**config.mk**
```make
export PLATFORM = sky130hd
export DESIGN_NAME = demux1to5_buf
export DESIGN_NICKNAME = d
export VERILOG_FILES = /design/src/rtl/demux1to5_buf.sv
export SDC_FILE = /design/constraint.sdc
export NUM_CORES = 1
export LEC_CHECK = 0
export BUFFER_PORTS_ARGS = -buffer_cell sky130_fd_sc_hd__buf_2
export CAP_MARGIN = 5
export CORE_ASPECT_RATIO = 0.6
export CORE_MARGIN = 5
export CORE_UTILIZATION = 47
export DETAILED_ROUTE_END_ITERATION = 10
export PLACE_DENSITY = 0.91
export SLEW_MARGIN = 20
export SYNTH_ARGS = -nofsm -noshare
export SYNTH_HDL_FRONTEND = slang
export SYNTH_SLANG_ARGS = --single-unit
```
**constraint.sdc**
```tcl
create_clock -name clk_i -period 2.4 [get_ports clk_i]
set_clock_uncertainty 0.15 [all_clocks]
set_input_delay 0.6 -clock clk_i [delete_from_list [all_inputs] [get_ports clk_i]]
set_output_delay 0.6 -clock clk_i [all_outputs]
set_load 0.01 [all_outputs]
```
**src/rtl/demux1to5_buf.sv**
```systemverilog
// rtl/demux1to5_buf.sv - registered 1-to-5 valid/ready stream demultiplexer
module demux1to5_buf #(
    parameter int DATA_WIDTH = 64,
    parameter int CNT_WIDTH  = 8
) (
    input  logic                  clk_i,
    input  logic                  rst_i,
    input  logic [2:0]            control_signal_i,
    input  logic [DATA_WIDTH-1:0] data_i,
    input  logic                  valid_i,
    output logic                  ready_o,
    output logic [DATA_WIDTH-1:0] demux_o,
    output logic [4:0]            valid_o,
    input  logic [4:0]            ready_i,
    output logic                  err_o,
    output logic [CNT_WIDTH-1:0]  drop_cnt_o
);

    typedef enum logic {EMPTY, FULL} state_t;

    state_t                state_q, state_d;
    logic [2:0]            dest_q;
    logic [DATA_WIDTH-1:0] data_q;
    logic                  err_q;
    logic [CNT_WIDTH-1:0]  cnt_q;

    logic sel_ready;
    logic drain;
    logic accept;
    logic legal;
    logic load;

    // Only the port currently addressed by dest_q may release the buffer.
    always_comb begin
        sel_ready = 1'b0;
        case (dest_q)
            3'd0:    sel_ready = ready_i[0];
            3'd1:    sel_ready = ready_i[1];
            3'd2:    sel_ready = ready_i[2];
            3'd3:    sel_ready = ready_i[3];
            3'd4:    sel_ready = ready_i[4];
            default: sel_ready = 1'b0;
        endcase
    end

    assign drain   = (state_q == FULL) & sel_ready;
    assign ready_o = (state_q == EMPTY) | drain;
    assign accept  = valid_i & ready_o;
    assign legal   = (control_signal_i <= 3'd4);
    assign load    = accept & legal;

    always_comb begin
        state_d = state_q;
        if (load) begin
            state_d = FULL;
        end else if (drain) begin
            state_d = EMPTY;
        end
    end

    always_ff @(posedge clk_i) begin
        if (rst_i) begin
            state_q <= EMPTY;
        end else begin
            state_q <= state_d;
        end
    end

    always_ff @(posedge clk_i) begin
        if (rst_i) begin
            dest_q <= 3'd0;
            data_q <= '0;
            err_q  <= 1'b0;
            cnt_q  <= '0;
        end else begin
            if (load) begin
                dest_q <= control_signal_i;
                data_q <= data_i;
            end
            // Illegal beats are swallowed; the counter sticks at all-ones.
            if (accept && !legal) begin
                err_q <= 1'b1;
                if (cnt_q != '1) begin
                    cnt_q <= cnt_q + CNT_WIDTH'(1);
                end
            end
        end
    end

    assign valid_o    = (state_q == FULL) ? (5'b00001 << dest_q) : 5'b00000;
    assign demux_o    = data_q;
    assign err_o      = err_q;
    assign drop_cnt_o = cnt_q;

endmodule
```
# After elaboration in Yosys (flattened, before gate mapping)
# Cells that the tools add are included.
# W data, S select, Z words.
dict set report classes {
  n_shift 1
  bitwise_logic 5
  n_eq_ne 5
  n_mux 4
  add_sub_neg 1
  magnitude_cmp 1
  n_reduce_logical 5
}
# op count
set ops {}
lappend ops {{$add A8 B1 Y8 const B} 1}
lappend ops {{$ne A8 B8 Y1 const B} 1}
lappend ops {{$eq A3 B2 Y1 const B} 2}
lappend ops {{$mux W5} 1}
lappend ops {{$pmux W1 S5} 1}
lappend ops {{$shl A1 B3 Y5 const A} 1}
lappend ops {{$and A1 B1 Y1} 3}
lappend ops {{$eq A3 B1 Y1 const B} 1}
lappend ops {{$eq A3 B3 Y1 const B} 1}
lappend ops {{$le A3 B3 Y1 const B} 1}
lappend ops {{$logic_not A3 Y1} 1}
lappend ops {{$mux W1} 2}
lappend ops {{$reduce_and A2 Y1} 1}
lappend ops {{$reduce_bool A2 Y1} 1}
lappend ops {{$logic_and A1 B1 Y1} 1}
lappend ops {{$logic_not A1 Y1} 1}
lappend ops {{$not A1 Y1} 1}
lappend ops {{$or A1 B1 Y1} 1}
dict set report word_totals {
  out_inout_bits 79
  elab_cells 27
  ff_bits 77
}

# Longest topological paths before layout
# Gate-level depths: netlist of run 1.
dict set report depth {
  ltp_word 7
  ltp_mapped 9
}

# Worst setup path before layout of run 1
# No wires, ideal clock.
dict set report synth_path {
  path_type {input-to-output}
  start {input ready_i[2]}
  end {output ready_o}
  stages 6
  required_ns 1.650
  arrival_time_ns 1.429
  slack_ns 0.221
  cell_sequence {mux2i_1 o21a_1 o221a_4 buf_6 inv_6 buf_4}
}
dict set report synth_between {
  elab_chain_len 3
}
# item line_no
set synth_lines {}
lappend synth_lines {{start, declared} 14} ;# input logic [4:0] ready_i,
lappend synth_lines {{$pmux W1 S5} 36} ;# case (dest_q)
lappend synth_lines {{$and A1 B1 Y1} 46} ;# assign drain = (state_q == FULL) & sel_ready;
lappend synth_lines {{$or A1 B1 Y1} 47} ;# assign ready_o = (state_q == EMPTY) | drain;
lappend synth_lines {{end, declared} 11} ;# output logic ready_o,
# No other way between the ends.

# Worst setup path in the final report of run 1
dict set report layout_path {
  start {register dest_q[1]}
  end {output ready_o}
}
dict set report layout_between {
  elab_chain_len 4
  elab_cells_between_ends 8
  cone_classes {eq/ne (4); mux (1); bitwise (2); reduce/logical (1)}
}
# item line_no
set layout_lines {}
lappend layout_lines {{start, declared} 22} ;# logic [2:0] dest_q;
lappend layout_lines {{start signal, assigned} 77} ;# dest_q <= control_signal_i;
lappend layout_lines {{$eq A3 B3 Y1, or another cell as far along} 36}
lappend layout_lines {{$pmux W1 S5 (*)} 36}
lappend layout_lines {{$and A1 B1 Y1 (*)} 46}
lappend layout_lines {{$or A1 B1 Y1 (*)} 47}
# Every way passes the cells marked *; elsewhere a longest branch is shown, timed or not.

==> results of run 1 <==
==> kinds of logic after synthesis <==
| family | after synthesis | synth area share, % |
|---|---|---|
| DFF | 77 | 46.3 |
| adders and majority gates | 1 | 0.376 |
| and+or+nand+nor | 108 | 19.5 |
| AOI/OAI and AO/OA | 154 | 24.7 |
| muxes | 5 | 1.58 |
| buffers and inverters | 51 | 7.56 |
==> tightest hold or removal path, cell delays in order (launching register included) <==
cell     delay [ns]
dfxtp_1        0.30
o21ai_0        0.06
a21oi_1        0.06
==> metal layers <==
| layer | up-vias | GRT usage, % | share of wire, % |
|---|---|---|---|
| met5 | - | 0 | 0 |
| met3 | 8 | 8.78 | 10 |
| met4 | 0 | 7.70 | 0.58 |
| met2 | 197 | 37.3 | 47 |
| li1 | 1745 | - | - |
| met1 | 1704 | 28.3 | 43 |
==> cell usage in the layout, fill, tap and decap left out, drive strengths merged <==
cell type / n
buf: 166
dfxtp: 77
o21ai: 70
a21oi: 69
nand4: 68
clkbuf: 10
nor2: 6
a31oi: 6
and3: 5
nand3: 5
or3: 4
nand2: 4
nor2b: 3
nor3b: 3
nand2b: 3
o21a: 3
and2: 3
clkinv: 3
inv: 3
mux2i: 3
nor3: 2
mux2: 2
a211oi: 2
bufinv: 2
o221a: 2
nand3b: 1
and3b: 1
a311oi: 1
a21boi: 1
a22oi: 1
ha: 1
==> flip-flops by register name, indices dropped and copies added, names as in the netlist <==
signal      flops
state_q         1
demux_o        64
drop_cnt_o      8
dest_q          3
err_o           1
==> worst max path at each step <==
| stage | to | slack (ns) | depth (start not counted) |
|---|---|---|---|
| after floorplan | ready_o | 0.22 | 6 |
| after global placement | drop_cnt_o[6] | 0.14 | 8 |
| after detailed placement | dest_q[0] | 0.1 | 8 |
| after CTS | ready_o | 0.04 | 5 |
| after global routing | ready_o | 0.04 | 5 |
| final | ready_o | 0.08 | 5 |
==> what timing repair did <==
action | CTS | global route
resized for setup | 2 | 1
buffers inserted | 1 | 0
pin swaps | 0 | 0
cloned | 1 | 0
setup endpoints to repair | 1 | 1
==> power by group <==
| group | switching [µW] | internal [µW] |
|---|---|---|
| sequential | 37.4 | 1350 |
| combinational | 266 | 177 |
| clock | 496 | 927 |
| total | 799 | 2450 |
==> layout make-up <==
class                      instances  area share, %
clock buffer                      10           5.39
clock inverter                     5           1.69
inverter                           3          0.367
multi-input combinational        269           35.3
sequential                        77           34.8
tap                               87           2.45
timing repair buffer             166           20.0
==> cell usage after synthesis <==
library cell and n:
nor2b_1 3, nor3_1 2, a21oi_1 69, and3_1 5
mux2i_1 3, inv_6 1, buf_6 3, mux2_2 2
ha_1 1, a31oi_1 6, nand3b_1 1, a311oi_2 1
a211oi_1 2, o221a_4 1, buf_4 5, o21a_1 3
nand4_1 68, nor2_1 6, buf_2 2, and3b_1 1
nor3b_1 3, and2_1 3, inv_1 2, o21ai_0 70
a22oi_1 1, nand2b_1 3, a21boi_0 1, clkbuf_1 37
buf_8 1, nand3_1 5, or3_1 4, dfxtp_1 77
nand2_1 4
==> through the flow <==
step                      setup slack (ns)  instances  utilization, %  hold slack (ns)  power (µW)
after floorplan                      0.221        396               -            0.348        1660
after global placement               0.136        600            60.3            0.300        1830
after detailed placement            0.0960        600            60.3            0.313        1840
after CTS                           0.0428        617            65.3            0.321        3280
after global routing                0.0383        617            65.3            0.342        3390
final                               0.0849        617            65.3            0.320        3250
==> flow_summary_export.csv, run 1 <==
group,metric,value,unit
timing,tightest_slew,0.464,ns
timing,fmax,0.432,GHz
worst_setup_path,critPathLaunchType,"flop",
worst_setup_path,cp.required,1.65,ns
worst_setup_path,critPathMaxStageDelay,0.41,ns
finish,multi_input_area,1560,µm²
worst_setup_path,critPathCaptureType,"output port",
clock_tree,h-tree-depth,3,
timing,hold_violations,0,
clock_tree,cts_buffers,9,
clock_tree,clk_pin_slew,0.05,ns
power,p_per_area,732,nW/µm²
global_routing,antenna_found_initial,0,
timing,rsz0062_at_grt,"false",
finish,seq_area,1550,µm²
synthesis,synth_top_area_share,46.3,%
route,drc,0,
run,maxCapViolCount,0,
worst_setup_path,path_max_fanout,10,
die,rows,23,
synthesis,syn_area,3330,µm²
die,fp.dieArea,8920,µm²
worst_hold_path,holdPathStages,2,
synthesis,ys_warn_count,0,
worst_setup_path,criticalPathCategory,"flop to output port",
global_routing,grt_max_degree,67,
route,post_drt_wl_per_cell,16.5,µm
global_routing,grt_pass1_wl,16.5,mm
synthesis,yosys.cell_types.count,33,
synthesis,synth_fp_nets,472,
worst_setup_path,critPathSlowestCell,"dfxtp_4",
worst_setup_path,ff2ff_setup_slack,0.27,ns
clock_tree,cts_sinks,77,
placed_design,place_congestion,0.819,
route,totalWireLength,10.2,mm
worst_hold_path,worstHoldStart,"demux_o[37]",
synthesis,synth_top_area_cell,"dfxtp_1",
worst_setup_path,reg2reg_from,"dest_q[1]",
clock_tree,hold_buffers,0,
placed_design,portBuffers,153,
die,boundaryPins,154,
finish,diodes,0,
timing,setup_tns,0,ns
finish,fillers,580,
timing,slew_headroom,69.1,%
synthesis,synthCells,396,
worst_setup_path,reg2reg_to,"demux_o[31]",
synthesis,synth-seq-cells,77,
route,vias,3654,
clock_tree,cts_root_buffer,"clkbuf_16",
status,status,"finished, final reports clean",
worst_setup_path,crit_buf_inv,2,
timing,setup_viol,0,
worst_setup_path,crit_chain,"mux2i_1 > o21a_1 > o221a_4 > inv_6 > buf_2",
die,start_util,49.0,%
power,leakage,0.00194,µW
route,drtIter0Drc,281,
synthesis,ys_top_cells_by_area,"dfxtp_1 46%, nand4_1 13%, o21ai_0 11%",
route,vias_per_cell,5.92,
route,firstDrtPassIters,5,
placed_design,hpwl,6.88,mm
clock_tree,cts_max_path_buffers,2,
die,fp.dieH,75.2,µm
finish,syn2layout_area_growth,33.3,%
finish,layout.nets,602,
synthesis,avgSynthCellArea,8.40,µm²
finish,drive_gt1_share,36.0,%
worst_setup_path,cp-startpoint,"dest_q[1]",
power,ir_drop,0.000364,V
global_routing,overflow,0,
finish,stdcell_area,4440,µm²
worst_hold_path,min_path_type,"flop to flop",
timing,min_period,2.32,ns
worst_setup_path,r2r_cells,7,
clock_tree,worstSkewPairLatency,0.32,ns
global_routing,grt_pass1_vias,3478,
die,dieWidth,119,µm
timing,period_share,96.5,%
worst_setup_path,cp_data_arrival_time,1.57,ns
placed_design,placed_area,4100,µm²
worst_setup_path,critical-path-top-delay-family,"compound AO/OA/AOI/OAI gates",
synthesis,ys_seq_area_share,46.3,%
clock_tree,cts_tree,"done",
global_routing,grt_use_total,22.8,%
timing,report.final.slew_viol_count,0,
worst_hold_path,min_to,"demux_o[37]",
route,ant_nets,0,
die,coreArea,6790,µm²
Note: power is estimated with default switching activity, not from simulation.
==> inputs of run 2 (changes only) <==
- CORE_UTILIZATION: 47 -> 42
- PLACE_DENSITY: 0.91 -> 0.87
- clock period: 2.4 -> 2.1 ns (I/O delays scaled with it)
==> flow_summary_export.csv, run 2 (same netlist as run 1, synthesis figures left out) <==
group,metric,value,unit
finish,multi_input_area,1550,µm²
worst_setup_path,r2r_cells,7,
finish,layout_common_cells,"152 x buf_2, 75 x dfxtp_1, 69 x o21ai_0, 69 x a21oi_1, 68 x nand4_1",
route,totalWireLength,10.2,mm
route,vias,3669,
status,status,"finished, final reports clean",
finish,diodes,0,
global_routing,overflow,0,
clock_tree,worstSkewPairLatency,0.33,ns
timing,rsz0062_at_grt,"true",
worst_hold_path,holdPathStages,3,
route,drtIter0Drc,181,
worst_setup_path,cp_data_arrival_time,1.41,ns
finish,largest_reg_flops,64,
global_routing,antenna_found_initial,0,
clock_tree,cts_buffers,9,
die,fp.dieArea,9860,µm²
finish,drive_gt1_share,36.4,%
clock_tree,cts_root_buffer,"clkbuf_16",
placed_design,hpwl,7.27,mm
worst_hold_path,min_path_type,"primary input to flop",
die,dieWidth,125,µm
global_routing,grt_pass1_wl,16.7,mm
die,coreArea,7790,µm²
power,power_frac_comb,13.2,%
timing,slew_headroom,73.0,%
run,maxCapViolCount,0,
clock_tree,clk_pin_slew,0.06,ns
power,leakage,0.00197,µW
die,fp.dieH,79.0,µm
worst_hold_path,worstHoldStart,"data_i[20]",
die,start_util,42.7,%
route,firstDrtPassIters,5,
timing,setup_viol,0,
power,p_per_area,852,nW/µm²
finish,stdcell_count,644,
clock_tree,cts_max_path_buffers,2,
power,ir_drop,0.000541,V
worst_setup_path,critPathCaptureType,"output port",
placed_design,portBuffers,153,
placed_design,placedCellCount,626,
die,rows,25,
route,post_drt_wl_per_cell,15.9,µm
clock_tree,h-tree-depth,3,
worst_setup_path,criticalPathCategory,"flop to output port",
timing,report.final.slew_viol_count,0,
timing,hold_violations,0,
global_routing,grt_pass1_vias,3480,
power,p_int,2940,µW
worst_setup_path,cp.required,1.42,ns
finish,layout.nets,607,
power,p_sw_share,23.7,%
die,boundaryPins,154,
timing,period_share,99.1,%
worst_setup_path,path_max_fanout,4,
finish,final_common_cell,"buf_2",
clock_tree,cts_sinks,77,
clock_tree,cts_tree,"done",
power,p_switching,910,µW
route,vias_per_cell,5.70,
power,clkPwrFrac,45.8,%
global_routing,grt_use_total,20.3,%
worst_setup_path,reg2reg_to,"drop_cnt_o[2]",
timing,whs,0.298,ns
placed_design,place_congestion,0.810,
worst_hold_path,min_to,"demux_o[20]",
timing,tightest_slew,0.405,ns
route,drc,0,
finish,seq_area,1550,µm²
route,ant_nets,0,
worst_setup_path,critPathLaunchType,"flop",
global_routing,grt_max_degree,39,
worst_setup_path,reg2reg_from,"dest_q[1]",
power,seq_power_share,41.0,%
timing,min_period,2.08,ns
worst_setup_path,ff2ff_setup_slack,0.13,ns
finish,syn2layout_area_growth,35.7,%
timing,fmax,0.481,GHz
finish,fillers,706,
==> run 2: cell count changes in the layout (fill, tap and decap cells not counted), sizes merged <==
cell	delta
buf	+6
o221a	-1
clkbuf	+2
clkinv	-2
bufinv	+1
==> run 2: through the flow <==
step	setup TNS (ns)	power, µW	area, µm²	utilization (%)	setup WS, ns
after floorplan	0	1900	3330	-	0.0712
after global placement	0	2090	4150	53.3	0.0482
after detailed placement	0	2110	4150	53.3	0.00118
after CTS	0	3890	4510	57.9	0.00472
after global routing	-0.0368	4030	4520	58.0	-0.0368
final	0	3850	4520	58.0	0.0199
==> run 2: worst max-delay path, stage by stage, from the launching register on <==
cell	delay, ns
dfxtp_4	0.37
mux2i_1	0.20
o21a_1	0.16
o221a_4	0.21
inv_6	0.03
buf_6	0.11
==> run 2: repair_timing <==
action | CTS | global route
endpoints found under the hold margin | 0 | 0
gates resized for setup | 2 | 2
hold buffers | 0 | 0
endpoints found under the setup margin | 1 | 1
setup buffers | 2 | 0
pin swaps | 1 | 1
==> run 2: worst max-delay path by stage <==
| stage | depth (start not counted) | end | startpoint | slack, ns |
|---|---|---|---|---|
| 5_1_grt | 5 | ready_o | dest_q[1] | -0.04 |
| 6_report | 5 | ready_o | dest_q[1] | 0.02 |
| 3_5_place_dp | 8 | demux_o[48] | ready_i[2] | 0.001 |
| 3_3_place_gp | 6 | ready_o | ready_i[2] | 0.05 |
| 2_1_floorplan | 6 | ready_o | ready_i[2] | 0.07 |
| 4_1_cts | 4 | ready_o | dest_q[0] | 0.005 |
==> run 2: per-layer routing <==
metal  share of wire (%)  up-vias  track usage [%]
met5                   0        -                0
met4                0.88        0             6.82
met3                 9.6       10             8.60
met2                  47      149             33.5
met1                  42     1760             24.2
li1                    -     1750                -
==> run 2: layout make-up <==
| type | instances | share of cell area [%] |
|---|---|---|
| Timing Repair Buffer | 172 | 20.5 |
| Multi-Input combinational cell | 268 | 34.3 |
| Tap cell | 108 | 2.99 |
| Inverter | 3 | 0.360 |
| Sequential cell | 77 | 34.2 |
| Clock inverter | 4 | 2.11 |
| Clock buffer | 12 | 5.46 |
==> run 2: power by group through the flow <==
stage	clock (µW)	sequential, µW	combinational (µW)
final	1760	1580	509
after global routing	1890	1590	559
after CTS	1810	1580	506
after detailed placement	0	1610	500
after global placement	0	1610	485
after floorplan	0	1640	254
==> inputs of run 3 (changes only) <==
- PLACE_DENSITY: 0.87 -> 0.85
==> flow_summary_export.csv, run 3 (same netlist as run 1, synthesis figures left out) <==
group,metric,value,unit
placed_design,portBuffers,153,
power,p_per_area,826,nW/µm²
worst_hold_path,worstHoldStart,"data_i[15]",
worst_setup_path,critPathMaxStageDelay,0.37,ns
global_routing,antenna_found_initial,0,
route,dr_wl_met2,4.71,mm
timing,report.final.slew_viol_count,0,
worst_setup_path,cp.required,1.42,ns
placed_design,placed_area,4150,µm²
worst_setup_path,critPathSlowestCell,"dfxtp_4",
global_routing,overflow,0,
finish,layout.nets,606,
worst_setup_path,reg2reg_to,"drop_cnt_o[4]",
die,fp.dieArea,9860,µm²
timing,min_period,2.07,ns
finish,syn2layout_area_growth,35.1,%
clock_tree,cts_max_path_buffers,2,
finish,diodes,0,
worst_setup_path,path_max_fanout,4,
route,firstDrtPassIters,5,
run,maxCapViolCount,0,
status,status,"finished, final reports clean",
global_routing,grt_use_total,20.4,%
timing,setup_viol,0,
timing,tightest_slew,0.342,ns
die,coreArea,7790,µm²
finish,drive_gt1_share,36.4,%
route,vias,3683,
power,leakage,0.00195,µW
clock_tree,cts_root_buffer,"clkbuf_16",
route,topRoutingLayerUsed,"met4",
clock_tree,worstSkewPairLatency,0.33,ns
worst_setup_path,cp_data_arrival_time,1.40,ns
die,boundaryPins,154,
global_routing,grt_max_degree,67,
worst_setup_path,criticalPathCategory,"flop to output port",
clock_tree,clk_pin_slew,0.06,ns
worst_setup_path,reg2reg_from,"dest_q[1]",
placed_design,place_congestion,0.829,
worst_setup_path,ff2ff_setup_slack,0.17,ns
worst_hold_path,holdPathStages,3,
clock_tree,hold_buffers,0,
route,post_drt_wl_per_cell,15.9,µm
placed_design,pre_cts_ws,0.0360,ns
die,fp.dieH,79.0,µm
clock_tree,cts_sinks,77,
timing,slew_headroom,77.2,%
die,rows,25,
clock_tree,h-tree-depth,3,
placed_design,hpwl,7.15,mm
power,ir_drop,0.000439,V
timing,fin_ws,0.0282,ns
route,drc,0,
worst_setup_path,critPathLaunchType,"flop",
worst_hold_path,min_path_type,"primary input to flop",
route,vias_per_cell,5.73,
global_routing,grt_pass1_wl,16.7,mm
finish,largest_reg_flops,64,
die,start_util,42.7,%
worst_hold_path,min_to,"demux_o[15]",
timing,fmax,0.483,GHz
finish,stdcell_area,4500,µm²
finish,layout_common_cells,"152 x buf_2, 75 x dfxtp_1, 69 x o21ai_0, 69 x a21oi_1, 68 x nand4_1",
route,wl_met1,4.33,mm
clock_tree,cts_buffers,9,
route,totalWireLength,10.2,mm
worst_setup_path,critPathCaptureType,"output port",
global_routing,grt_pass1_vias,3460,
timing,period_share,98.7,%
route,ant_nets,0,
route,met3_length,1.08,mm
worst_setup_path,r2r_cells,7,
finish,final_common_cell,"buf_2",
clock_tree,cts_tree,"done",
timing,rsz0062_at_grt,"true",
route,drtIter0Drc,265,
die,dieWidth,125,µm
worst_setup_path,crit_chain,"mux2i_1 > o21a_1 > o221a_4 > inv_6 > buf_6",
timing,hold_violations,0,
==> run 3: changes by cell type in the layout (fill, tap and decap cells not counted), sizes merged <==
cell	previous run	this run
bufinv	3	2
clkinvlp	0	3
clkbuf	12	10
buf	172	171
==> run 3: what timing repair did <==
action	CTS	global route
resized for setup	4	0
pin swaps	1	0
gates cloned	0	0
endpoints found under the setup margin	1	1
setup buffers	2	0
==> run 3: metal layers <==
layer / vias up / global-route usage [%]
li1: 1748 / -
met1: 1743 / 25.3
met2: 184 / 32.8
met3: 8 / 9.07
met4: 0 / 4.87
met5: - / 0
==> run 3: per-stage QoR <==
step,hold WS (ns),util (%),TNS (ns),power [µW],std cells
final,0.294,57.7,0,3720,643
after global routing,0.284,57.7,-0.0434,3900,643
after CTS,0.281,57.7,0,3760,643
after detailed placement,0.315,53.3,0,2110,625
after global placement,0.308,53.3,0,2090,625
after floorplan,0.348,-,0,1900,396
==> run 3: area by class of cell <==
class / instances / area (µm²)
fill: 706 / 3290
clock buffer: 10 / 229
clock inverter: 6 / 87.6
inverter: 3 / 16.3
tap: 108 / 135
multi-input combinational: 268 / 1550
sequential: 77 / 1550
timing repair buffer: 171 / 932
==> run 3: power breakdown <==
group          internal (µW)  switching, µW  leakage (µW)  total, µW
combinational            207            303       0.00118        509
clock                   1040            590      0.000145       1630
sequential              1540           40.1      0.000631       1580
==> run 3: how the worst max path moves through the flow <==
stage / from / to / slack [ns]
5_1_grt: dest_q[1] / ready_o / -0.04
3_3_place_gp: ready_i[2] / ready_o / 0.08
4_1_cts: dest_q[1] / ready_o / 0.01
6_report: dest_q[1] / ready_o / 0.03
2_1_floorplan: ready_i[2] / ready_o / 0.07
3_5_place_dp: ready_i[2] / dest_q[0] / 0.04
==> run 3: worst max-delay path, delay by kind of cell (launching register included) <==
kind                   cells  cell delay (ns)
DFF                        1             0.37
muxes                      1             0.18
buffers and inverters      2             0.15
AOI/OAI and AO/OA          2             0.36
